[config.mk]
export PLATFORM = sky130hd
export DESIGN_NAME = motor_pwm_mixer
export DESIGN_NICKNAME = d
export VERILOG_FILES = /design/src/rtl/line_follower_pkg.sv /design/src/rtl/pwm_gen.sv /design/src/rtl/motor_pwm_mixer.sv
export SDC_FILE = /design/constraint.sdc
export NUM_CORES = 1
export LEC_CHECK = 0
export CAP_MARGIN = 20
export CELL_PAD_IN_SITES_DETAIL_PLACEMENT = 1
export CELL_PAD_IN_SITES_GLOBAL_PLACEMENT = 1
export CORE_ASPECT_RATIO = 1.2
export CORE_MARGIN = 2
export CORE_UTILIZATION = 48
export DETAILED_ROUTE_END_ITERATION = 8
export PLACE_DENSITY = 0.92
export SLEW_MARGIN = 15
export SYNTH_ARGS = -nofsm -noshare
export SYNTH_HDL_FRONTEND = slang
export SYNTH_SLANG_ARGS = --single-unit
[constraint.sdc]
create_clock -name clk -period 18 [get_ports clk]
set_input_delay 3.6 -clock clk [delete_from_list [all_inputs] [get_ports clk]]
set_output_delay 3.6 -clock clk [all_outputs]
set_load 0.005 [all_outputs]
[src/rtl/line_follower_pkg.sv]
// Shared types and defaults for the line follower drive path.
package line_follower_pkg;

    localparam int PWM_PERIOD_DEF = 1000;
    localparam int DUTY_W_DEF     = 11;
    localparam int BASE_DUTY_DEF  = 600;
    localparam int PID_W          = 13;

    typedef enum logic [1:0] {
        ST_IDLE = 2'd0,
        ST_RAMP = 2'd1,
        ST_RUN  = 2'd2,
        ST_LOST = 2'd3
    } drive_state_t;

endpackage

[src/rtl/pwm_gen.sv]
// Period counter, boundary strobe and the two registered duty comparators.
// The comparators look at next-cycle counter and duty so the pin lines up
// with the counter value it is shown against.
import line_follower_pkg::*;

module pwm_gen #(
    parameter int PWM_PERIOD = PWM_PERIOD_DEF,
    parameter int DUTY_W     = DUTY_W_DEF
) (
    input  logic              clk,
    input  logic              rst,
    input  logic [DUTY_W-1:0] duty_left_next,
    input  logic [DUTY_W-1:0] duty_right_next,
    output logic              boundary,
    output logic              pwm_left,
    output logic              pwm_right
);

    localparam int CNT_W = $clog2(PWM_PERIOD);

    logic [CNT_W-1:0] count;
    logic [CNT_W-1:0] count_next;

    assign boundary   = (count == CNT_W'(PWM_PERIOD - 1));
    assign count_next = boundary ? '0 : count + 1'b1;

    // Counter and pin registers; reset restarts the period with pins low.
    always_ff @(posedge clk) begin
        if (!rst) begin
            count     <= '0;
            pwm_left  <= 1'b0;
            pwm_right <= 1'b0;
        end else begin
            count     <= count_next;
            pwm_left  <= (32'(count_next) < 32'(duty_left_next));
            pwm_right <= (32'(count_next) < 32'(duty_right_next));
        end
    end

endmodule

[src/rtl/motor_pwm_mixer.sv]
// Mixes the PID correction into left/right duties around a base speed and
// supervises the drive (soft start, run, line-lost stop, disable).
//
// state | meaning
// IDLE  | drive off, duties 0, waiting for enable
// RAMP  | soft start, base duty climbs by RAMP_STEP per period
// RUN   | base duty at BASE_DUTY, correction mixed in
// LOST  | line lost for LOST_PERIODS boundaries, duties 0, brake on
import line_follower_pkg::*;

module motor_pwm_mixer #(
    parameter int PWM_PERIOD   = PWM_PERIOD_DEF,
    parameter int DUTY_W       = DUTY_W_DEF,
    parameter int BASE_DUTY    = BASE_DUTY_DEF,
    parameter int RAMP_STEP    = 50,
    parameter int CORR_SHIFT   = 2,
    parameter int LOST_PERIODS = 8
) (
    input  logic                    clk,
    input  logic                    rst,
    input  logic                    enable,
    input  logic signed [PID_W-1:0] pid_output,
    input  logic                    line_lost,
    output logic                    pwm_left,
    output logic                    pwm_right,
    output logic                    brake,
    output logic [DUTY_W-1:0]       duty_left,
    output logic [DUTY_W-1:0]       duty_right,
    output logic [1:0]              state
);

    localparam logic signed [15:0] PERIOD_S = 16'(PWM_PERIOD);

    drive_state_t      state_q, state_n;
    logic [DUTY_W-1:0] base_q, base_n;
    logic [DUTY_W-1:0] dl_q, dl_n, dr_q, dr_n;
    logic [3:0]        lost_q, lost_n;
    logic              boundary;

    // base +/- (pid >>> CORR_SHIFT) in 16-bit signed, clamped to [0, PWM_PERIOD].
    function automatic logic [DUTY_W-1:0] mix_duty(input logic [DUTY_W-1:0] base,
                                                    input logic [PID_W-1:0] pid,
                                                    input logic add);
        logic signed [15:0] corr;
        logic signed [15:0] base_s;
        logic signed [15:0] sum;
        corr   = signed'({{(16-PID_W){pid[PID_W-1]}}, pid}) >>> CORR_SHIFT;
        base_s = signed'({{(16-DUTY_W){1'b0}}, base});
        sum    = add ? (base_s + corr) : (base_s - corr);
        if (sum < 16'sd0)
            return '0;
        else if (sum > PERIOD_S)
            return DUTY_W'(PWM_PERIOD);
        else
            return DUTY_W'(sum);
    endfunction

    // Next-state, base and duty decisions; disable acts on any cycle.
    always_comb begin
        state_n = state_q;
        base_n  = base_q;
        lost_n  = lost_q;
        dl_n    = dl_q;
        dr_n    = dr_q;
        if (!enable) begin
            state_n = ST_IDLE;
            base_n  = '0;
            lost_n  = '0;
            dl_n    = '0;
            dr_n    = '0;
        end else if (boundary) begin
            case (state_q)
                ST_IDLE: begin
                    base_n  = '0;
                    dl_n    = '0;
                    dr_n    = '0;
                    state_n = ST_RAMP;
                end
                ST_RAMP: begin
                    if (32'(base_q) + RAMP_STEP >= BASE_DUTY) begin
                        base_n  = DUTY_W'(BASE_DUTY);
                        state_n = ST_RUN;
                    end else begin
                        base_n = base_q + DUTY_W'(RAMP_STEP);
                    end
                    dl_n = mix_duty(base_n, pid_output, 1'b1);
                    dr_n = mix_duty(base_n, pid_output, 1'b0);
                end
                ST_RUN: begin
                    base_n = DUTY_W'(BASE_DUTY);
                    dl_n   = mix_duty(base_n, pid_output, 1'b1);
                    dr_n   = mix_duty(base_n, pid_output, 1'b0);
                    if (!line_lost) begin
                        lost_n = '0;
                    end else if (32'(lost_q) >= LOST_PERIODS - 1) begin
                        state_n = ST_LOST;
                        lost_n  = '0;
                        base_n  = '0;
                        dl_n    = '0;
                        dr_n    = '0;
                    end else begin
                        lost_n = lost_q + 4'd1;
                    end
                end
                ST_LOST: begin
                    base_n = '0;
                    dl_n   = '0;
                    dr_n   = '0;
                    if (!line_lost)
                        state_n = ST_RAMP;
                end
                default: state_n = ST_IDLE;
            endcase
        end
    end

    // State, base speed, line-lost count and active duty registers.
    always_ff @(posedge clk) begin
        if (!rst) begin
            state_q <= ST_IDLE;
            base_q  <= '0;
            lost_q  <= '0;
            dl_q    <= '0;
            dr_q    <= '0;
        end else begin
            state_q <= state_n;
            base_q  <= base_n;
            lost_q  <= lost_n;
            dl_q    <= dl_n;
            dr_q    <= dr_n;
        end
    end

    pwm_gen #(
        .PWM_PERIOD (PWM_PERIOD),
        .DUTY_W     (DUTY_W)
    ) u_pwm_gen (
        .clk             (clk),
        .rst             (rst),
        .duty_left_next  (dl_n),
        .duty_right_next (dr_n),
        .boundary        (boundary),
        .pwm_left        (pwm_left),
        .pwm_right       (pwm_right)
    );

    assign duty_left  = dl_q;
    assign duty_right = dr_q;
    assign brake      = (state_q == ST_LOST);
    assign state      = state_q;

endmodule
==> qor.yml, run 1 <==
detailed_routing:
  drt.antenna.violating_nets: 0
  drc_errors: 0
  wl_mm: 19.55
  dr.first_iter.drc_count: 383
  dr_total_vias: 5957
  viasPerCell: 6.597
  wire_per_inst_um: 21.65
  dr.pass1.iters: 5
layout:
  n_fill_cell: 1434
  stdcell_area_um2: 6147
  nets: 815
  multiInputGateArea_um2: 4193
  antenna_cells: 0
  drive_gt1_frac: 0.06542
  regArea_um2: 1021
  syn_to_final_growth_pct: 11.41
global_route:
  grt_max_degree: 65
  grt_pass1_wl_mm: 31.10
  first_global_vias: 6150
  gr-usage-all-layers: 0.3171
  grt_antenna_before_repair: 0
  overflow: 0
synthesis:
  ys_top_cells_by_area: "dfxtp_1 (19%), ha_1 (11%), o21ai_0 (5.0%)"
  synth_cells: 733
  ys_seq_area_frac: 0.1850
  synth_seq_cells: 51
  syn_area_per_cell_um2: 7.528
  synth.distinct_cells: 81
  synth_area_um2: 5518
  synth_top_area_frac: 0.1850
  synth_ff_type: "dfxtp_1"
  yosys_warnings: 0
  async_flop_share: 0
  yosysTopAreaCell: "dfxtp_1"
  synth_edf_count: 0
clocking:
  clockBufferDepth: 2
  ctsRootBufferMaster: "clkbuf_16"
  path_clk_slew_ps: 80
  cts_tree: "yes"
  htreeDepth: 2
  cts_sinks: 51
  clkLatencyLatePin_ps: 300
  post_cts_buffers: 0
  ctsHoldBuffers: 0
  postCtsResizedCells: 0
  cts_buffers: 5
timing:
  drv_slew: 0
  slew_headroom: 0.2854
  setup_violations: 0
  fin_crit_sh: 0.5091
  tightest_slew_ps: 1045
  skew_ps: 9.459
  setup_tns_ps: 0
  whs_ps: 484.0
  fin_crit_ps: 9164
  hold_violations: 0
  fmax_mhz: 109.1
  rsz0062_at_grt: "no"
hold_path:
  holdCritPathClass: "reg2reg"
place:
  portBuffers: 41
  dp.final_hpwl_mm: 15.12
  gp_congestion: 0.9312
  placed_area_um2: 5993
status:
  outcome: "completed"
floorplan:
  dieArea_um2: 12370
  chipWidth_um: 101.9
  core_um2: 11140
  start_util: 0.4953
  pin_count: 44
  die_h_um: 121.5
  rows: 42
job:
  cap_violations: 0
worst_setup_path:
  worstSetupEndpointType: "flop"
  critPathMaxFanout: 11
  cp.arrival_ps: 9380
  critical_path_class: "in2reg"
  start_kind: "input port"
  cp.required_ps: 18220
power:
  power_leakage_nw: 2.373
  ir_drop_uv: 47.24
  powerDensity_nw_per_um2: 46.09
-- critical path: stages --
cell,delay [ps]
clkdlybuf4s50_1,800
inv_1,250
ha_1,440
a31oi_1,200
o21ai_0,170
o21ai_0,430
mux2_2,390
a2111oi_0,910
nor4_1,180
nor2_2,240
nand4_1,150
a31o_2,300
ha_1,330
a21o_1,170
a21o_1,170
a211oi_1,250
o221ai_1,190
a21oi_1,210
-- routing by layer --
layer	wire (um)	part of all wire	global-route usage
met3	848	0.043	0.03514
met5	0	0	0
met4	905	0.046	0.1508
met1	7744	0.40	0.3629
met2	10050	0.51	0.5761
-- sequential cells by signal (all words and copies together) (netlist names) --
| register | count |
|---|---|
| u_pwm_gen.count | 10 |
| duty_right | 11 |
| state | 2 |
| lost_q | 4 |
| u_pwm_gen.pwm_right | 1 |
| base_q | 11 |
| duty_left | 11 |
| u_pwm_gen.pwm_left | 1 |
-- area by class of cell --
cell class / instances / area share
Clock buffer: 5 / 0.02035
Clock inverter: 3 / 0.004681
Inverter: 35 / 0.02137
Multi-Input combinational cell: 608 / 0.6821
Sequential cell: 51 / 0.1661
Tap cell: 154 / 0.03135
Timing Repair Buffer: 47 / 0.07409
-- per-stage QoR --
stage | util | std cells | total power [W] | worst slack [ps]
floorplan | - | 735 | 0.0001601 | 10620
global placement | 0.5380 | 895 | 0.0001785 | 8962
detailed placement | 0.5380 | 895 | 0.0001813 | 8756
CTS | 0.5518 | 903 | 0.0002830 | 9048
global route | 0.5518 | 903 | 0.0002944 | 8631
finish | 0.5518 | 903 | 0.0002833 | 8836
-- cells by family after synthesis --
logic type,count (synthesis),share of synthesized area
buf+inv,76,0.05737
mux,5,0.009524
compound gates,267,0.3449
other cells,2,0.001361
xor+xnor,39,0.06327
flops,51,0.1850
simple gates,240,0.2170
fa+ha+maj,53,0.1215
-- power breakdown --
| part | switching [W] | total (W) | internal, W | leakage, nW |
|---|---|---|---|---|
| clock network | 0.0000490 | 0.000102 | 0.0000532 | 0.0759 |
| logic | 0.0000423 | 0.0000661 | 0.0000238 | 1.89 |
| registers | 0.00000109 | 0.000115 | 0.000114 | 0.412 |
-- cell usage after synthesis (7+ instances only) --
library cell / n
clkbuf_1: 27
a211o_1: 7
nor4_1: 8
and2_1: 12
nor3_1: 16
a21o_1: 12
nand4_1: 8
a31oi_1: 24
xor2_1: 13
o211a_1: 8
a21oi_1: 52
ha_1: 48
o211ai_1: 13
nand2_1: 59
a211oi_1: 10
o21ai_0: 55
dfxtp_1: 51
buf_2: 7
and3_1: 7
o31ai_1: 10
nor2_1: 67
xnor2_1: 25
nand3_1: 23
inv_1: 32
-- path summary, 6_finish.rpt --
kind	start	to	slack (ps)	cells past startpoint
max	pid_output[5]	u_pwm_gen.pwm_right	8840	18
min	base_q[0]	base_q[0]	480	2
max reg2reg	base_q[1]	u_pwm_gen.pwm_right	10340	25
min reg2reg	base_q[0]	base_q[0]	480	2
-- placed cells by master (no fill, tap or decap), types with 5 or more instances in the layout --
master	count
clkdlybuf4s50_1	41
a31o_2	6
o2111ai_1	6
dfxtp_1	51
a31oi_1	24
o31ai_1	10
or2_2	5
o211ai_1	13
o21ai_0	55
clkbuf_16	5
and3_1	7
a2111oi_0	5
nor2_1	67
a21oi_1	52
and2_1	12
o211a_1	8
nor2b_1	6
nand2b_1	5
o22ai_1	6
xnor2_1	25
inv_1	32
xor2_1	13
buf_4	6
or3_1	5
nor4_1	8
ha_1	48
a211oi_1	10
nand2_1	59
nor3_1	15
a21o_1	12
a211o_1	7
nand3_1	23
nand4_1	8
Note: power is estimated with default switching activity, not from simulation.
==> run 2: changes to the inputs <==
--- a/config.mk
+++ b/config.mk
@@ -10,9 +10,9 @@
 export CELL_PAD_IN_SITES_GLOBAL_PLACEMENT = 1
 export CORE_ASPECT_RATIO = 1.2
 export CORE_MARGIN = 2
-export CORE_UTILIZATION = 48
+export CORE_UTILIZATION = 44
 export DETAILED_ROUTE_END_ITERATION = 8
-export PLACE_DENSITY = 0.92
+export PLACE_DENSITY = 0.85
 export SLEW_MARGIN = 15
 export SYNTH_ARGS = -nofsm -noshare
 export SYNTH_HDL_FRONTEND = slang
==> constraint.sdc (replaced) <==
create_clock -name clk -period 8.51 [get_ports clk]
set_input_delay 1.702 -clock clk [delete_from_list [all_inputs] [get_ports clk]]
set_output_delay 1.702 -clock clk [all_outputs]
set_load 0.005 [all_outputs]
==> qor.yml, run 2 (synthesized netlist as in run 1, its figures left out) <==
detailed_routing:
  viasPerCell: 6.384  # -3.2%
  wl_met1_mm: 7.954  # +2.7%
  wl_met3_um: 562  # -34%
  highest-signal-layer: "met4"
  wl_mm: 19.01  # -2.7%
  wire_per_inst_um: 20.89  # -3.5%
  dr_total_vias: 5809  # -2.5%
  drc_errors: 0  # unchanged
  wl_met2_mm: 9.892  # -1.5%
  dr.first_iter.drc_count: 305  # -20%
  dr.pass1.iters: 5  # unchanged
  drt.antenna.violating_nets: 0  # unchanged
floorplan:
  die_h_um: 126.7  # +4.3%
  pin_count: 44  # unchanged
  start_util: 0.4535  # -0.04177
  rows: 44  # +4.8%
  dieArea_um2: 13460  # +8.8%
  chipWidth_um: 106.2  # +4.3%
  core_um2: 12170  # +9.2%
layout:
  drive_gt1_frac: 0.06542  # unchanged
  antenna_cells: 0  # unchanged
  n_fill_cell: 1522  # +6.1%
  mostFrequentLayoutCells: "nor2_1 (67), nand2_1 (59), o21ai_0 (55)"
  utilization: 0.5074  # -0.04437
  regArea_um2: 1021  # unchanged
  stdcell_area_um2: 6173  # +0.43%
  multiInputGateArea_um2: 4193  # unchanged
  syn_to_final_growth_pct: 11.88
  nets: 815  # unchanged
  layout_commonest_cell: "nor2_1"
global_route:
  overflow: 0  # unchanged
  grt_max_degree: 65  # unchanged
  gr-usage-all-layers: 0.2810  # -0.03613
  grt_pass1_wl_mm: 30.51  # -1.9%
  grt_antenna_before_repair: 0  # unchanged
  first_global_vias: 5917  # -3.8%
place:
  dp.final_hpwl_mm: 15.03  # -0.55%
  gp_congestion: 0.9257  # -0.59%
  placed_area_um2: 6002  # +0.15%
  portBuffers: 41  # unchanged
timing:
  slew_headroom: 0.2849  # -0.0005220
  setup_violations: 0  # unchanged
  skew_ps: 10.59  # +1.133 ps
  fin_crit_ps: 7526
  fmax_mhz: 132.9
  setup_tns_ps: 0  # unchanged
  drv_slew: 0  # unchanged
  rsz0062_at_grt: "no"
  hold_violations: 0  # unchanged
  tightest_slew_ps: 1046  # +0.7633 ps
  fin_crit_sh: 0.8844
worst_setup_path:
  critPathMaxFanout: 10  # -1
  cp.arrival_ps: 7740  # -1640 ps
  cp.required_ps: 8730  # -9490 ps
  critical_path_class: "reg2reg"
  worstSetupEndpointType: "flop"
  start_kind: "flop"
power:
  p_int_w: 0.0004315  # +130%
  pwr-share-seq: 0.394  # -0.012
  powerDensity_nw_per_um2: 99.85  # +120%
  total_power_w: 0.0006164  # +120%
  p_comb_frac: 0.225  # -0.008
  ir_drop_uv: 81.88  # +73%
  power_leakage_nw: 2.377  # +0.19%
  p_clk_frac: 0.381  # +0.020
  sw_frac_of_total: 0.3000  # -0.02607
  p_sw_w: 0.0001850  # +100%
clocking:
  ctsRootBufferMaster: "clkbuf_16"
  cts_sinks: 51  # unchanged
  clkLatencyLatePin_ps: 300  # about the same
  ctsHoldBuffers: 0  # unchanged
  clockBufferDepth: 2  # unchanged
  postCtsResizedCells: 0  # unchanged
  post_cts_buffers: 0  # unchanged
  htreeDepth: 2  # unchanged
  cts_tree: "yes"
  cts_buffers: 5  # unchanged
  path_clk_slew_ps: 70  # about the same
hold_path:
  holdCritPathClass: "reg2reg"
job:
  cap_violations: 0  # unchanged
status:
  outcome: "completed"
-- run 2: cell count changes in the layout (fill, tap and decap cells not counted), sizes merged --
cell and change:
bufinv +1, clkinv -2, clkinvlp +1
-- run 2: power groups by stage --
| stage | Combinational [W] | Sequential, W | Clock [W] |
|---|---|---|---|
| 2_1_floorplan | 0.0000903 | 0.000248 | 0 |
| 3_3_place_gp | 0.000130 | 0.000249 | 0 |
| 3_5_place_dp | 0.000136 | 0.000249 | 0 |
| 4_1_cts | 0.000136 | 0.000243 | 0.000241 |
| 5_1_grt | 0.000150 | 0.000243 | 0.000245 |
| 6_report | 0.000139 | 0.000243 | 0.000235 |
-- run 2: final cells by class --
cell class                      instances  share of cell area
Multi-Input combinational cell        608              0.6792
Sequential cell                        51              0.1654
Timing Repair Buffer                   47             0.07377
Tap cell                              161             0.03263
Inverter                               35             0.02128
Clock buffer                            5             0.02027
Clock inverter                          3            0.007499
-- run 2: per-layer routing --
layer | GRT usage | up-vias
li1 | - | 2775
met1 | 0.3287 | 2866
met2 | 0.5324 | 137
met3 | 0.02158 | 31
met4 | 0.09598 | 0
met5 | 0 | -
-- run 2: per-stage QoR --
stage / setup WS (ps) / hold WS, ps / instances
4_1_cts: 1065 / 447.4 / 910
3_5_place_dp: 1114 / 434.2 / 902
5_1_grt: 508.2 / 477.7 / 910
3_3_place_gp: 1378 / 422.3 / 902
2_1_floorplan: 2533 / 409.9 / 735
6_report: 983.7 / 442.2 / 910
-- run 2: worst paths after layout --
check / start / endpoint / slack [ps] / cells past startpoint
worst max-delay path: base_q[1] / u_pwm_gen.pwm_right / 980 / 25
worst min-delay path: base_q[0] / base_q[0] / 440 / 2
worst max register to register: base_q[1] / u_pwm_gen.pwm_right / 980 / 25
worst min register to register: base_q[0] / base_q[0] / 440 / 2
-- run 2: worst max-delay path: stages (launching register included) --
cell,delay (ps)
dfxtp_1,410
ha_1,350
a211o_1,390
a211oi_1,400
o32ai_4,190
o31ai_1,570
buf_4,270
nand2_1,80
ha_1,220
fa_1,380
inv_1,130
o211ai_1,110
nor4_1,330
o21ai_0,260
mux2_2,320
a2111oi_0,910
nor4_1,170
nor2_2,250
nand4_1,150
a31o_2,300
ha_1,330
a21o_1,170
a21o_1,170
a211oi_1,240
o221ai_1,140
a21oi_1,170
==> run 3: changes to the inputs <==
--- a/config.mk
+++ b/config.mk
@@ -5,12 +5,14 @@
 export SDC_FILE = /design/constraint.sdc
 export NUM_CORES = 1
 export LEC_CHECK = 0
+export ABC_CLOCK_PERIOD_IN_PS = 8510
 export CAP_MARGIN = 20
 export CELL_PAD_IN_SITES_DETAIL_PLACEMENT = 1
 export CELL_PAD_IN_SITES_GLOBAL_PLACEMENT = 1
 export CORE_ASPECT_RATIO = 1.2
 export CORE_MARGIN = 2
 export CORE_UTILIZATION = 44
+export CTS_CLUSTER_DIAMETER = 120
 export DETAILED_ROUTE_END_ITERATION = 8
 export PLACE_DENSITY = 0.85
 export SLEW_MARGIN = 15
==> results of run 3 <==
No change in the layout: final DEF, timing and power equal those of run 2.
==> edit: new RTL, config.mk and constraints of run 2 <==
`PID_W`: 13 -> 15.
--- a/src/rtl/line_follower_pkg.sv
+++ b/src/rtl/line_follower_pkg.sv
@@ -4,7 +4,7 @@
     localparam int PWM_PERIOD_DEF = 1000;
     localparam int DUTY_W_DEF     = 11;
     localparam int BASE_DUTY_DEF  = 600;
-    localparam int PID_W          = 13;
+    localparam int PID_W          = 15;
 
     typedef enum logic [1:0] {
         ST_IDLE = 2'd0,
Interface: changed (resized pid_output); port bits go from 44 to 46. No check against the original RTL was run, so the function may have changed too.
==> edit against run 2 <==
- wire length fell by 4.6%
- sequential cell count unchanged
- final cell count decreased by 6.3%
- worst setup slack improved by 0.55 ns
- sequential share of layout area rose by 0.66 points
- cell area is 3.9% lower
- power is 0.29% higher
- area after synthesis decreased by 4.7%
- largest power group unchanged
==> edit: results (changes against run 2) <==
Number of global-route vias before repair -> 5507 (-6.9%)
Final core utilization -> 51.1% (+0.34 points)
Worst Path Arrival -> 7.20 ns (-0.54 ns)
Place WS -> 1.67 ns (+0.560 ns)
DRC violation total after the first TritonRoute iteration -> 257 (-16%)
Post-DP HPWL -> 14.2 mm (-5.8%)
Lkg Pwr -> 0.00234 uW (-1.6%)
Number of signal-net inverters in the final layout -> 36 (+2.9%)
Clock period minus worst slack -> 6.98 ns (-0.550 ns)
RD Place Congestion -> 0.950 (+2.6%)
Outcome -> complete, no violations
Dominant cells by area after synthesis -> dfxtp_1, ha_1, a21oi_1
Multi-input gate share of total cell area -> 66.6% (-1.3 points)
Sequential area share after synthesis -> 19.4% (+0.92 points)
WHS Endpoint -> base_q[0]$_SDFFE_PN0N_
Clock buf/inv share -> 2.89% (+0.11 points)
Share of layout cells above drive strength 1 -> 6.03% (-0.51 points)
Cells after Synth -> 676 (-7.8%)
Placed cell area -> 5760 um2 (-4.0%)
Area share of the leading cell type in the synthesized netlist -> 19.4% (+0.92 points)
VDD IR max -> 0.0000992 V (+21%)
Final Skew -> 0.0102 ns (-0.000391 ns)
Clock power share -> 38.2% (about the same)
Largest net degree at the start of global routing -> 58 (-11%)
Worst hold slack -> 0.447 ns (+0.00477 ns)
IO buf count -> 43 (+4.9%)
Placed insts -> 845 (-6.3%)
Critical path origin -> base_q[1]$_SDFFE_PN0N_
-- edit: cell types whose count changed in the layout (fill, tap and decap cells not counted), moves of 9 or more --
| cell | change |
|---|---|
| nor2_1 | -12 |
| nand2b_1 | +9 |
| a31oi_1 | -15 |
| nand2_1 | -9 |
| o21ai_0 | -18 |
-- edit: logic make-up (layout without fill, tap and decap cells) --
family	count (synthesis)	after routing	share of synthesized area (%)
buffers and inverters	73	91	5.67
xor gates and xnor gates	39	39	6.86
AOI/OAI and AO/OA	216	216	30.5
other	1	3	0.0713
muxes	3	3	0.571
and+or+nand+nor	237	237	23.3
DFF	51	51	19.4
adders and majority gates	56	56	13.6
-- edit: layer usage --
metal	routed length, um	GRT usage [%]	share of wire (%)	vias up
li1	-	-	-	2529
met1	7260	30.3	40	2635
met2	9240	51.9	51	154
met3	680	3.72	3.7	58
met4	950	16.4	5.2	0
met5	0	0	0	-
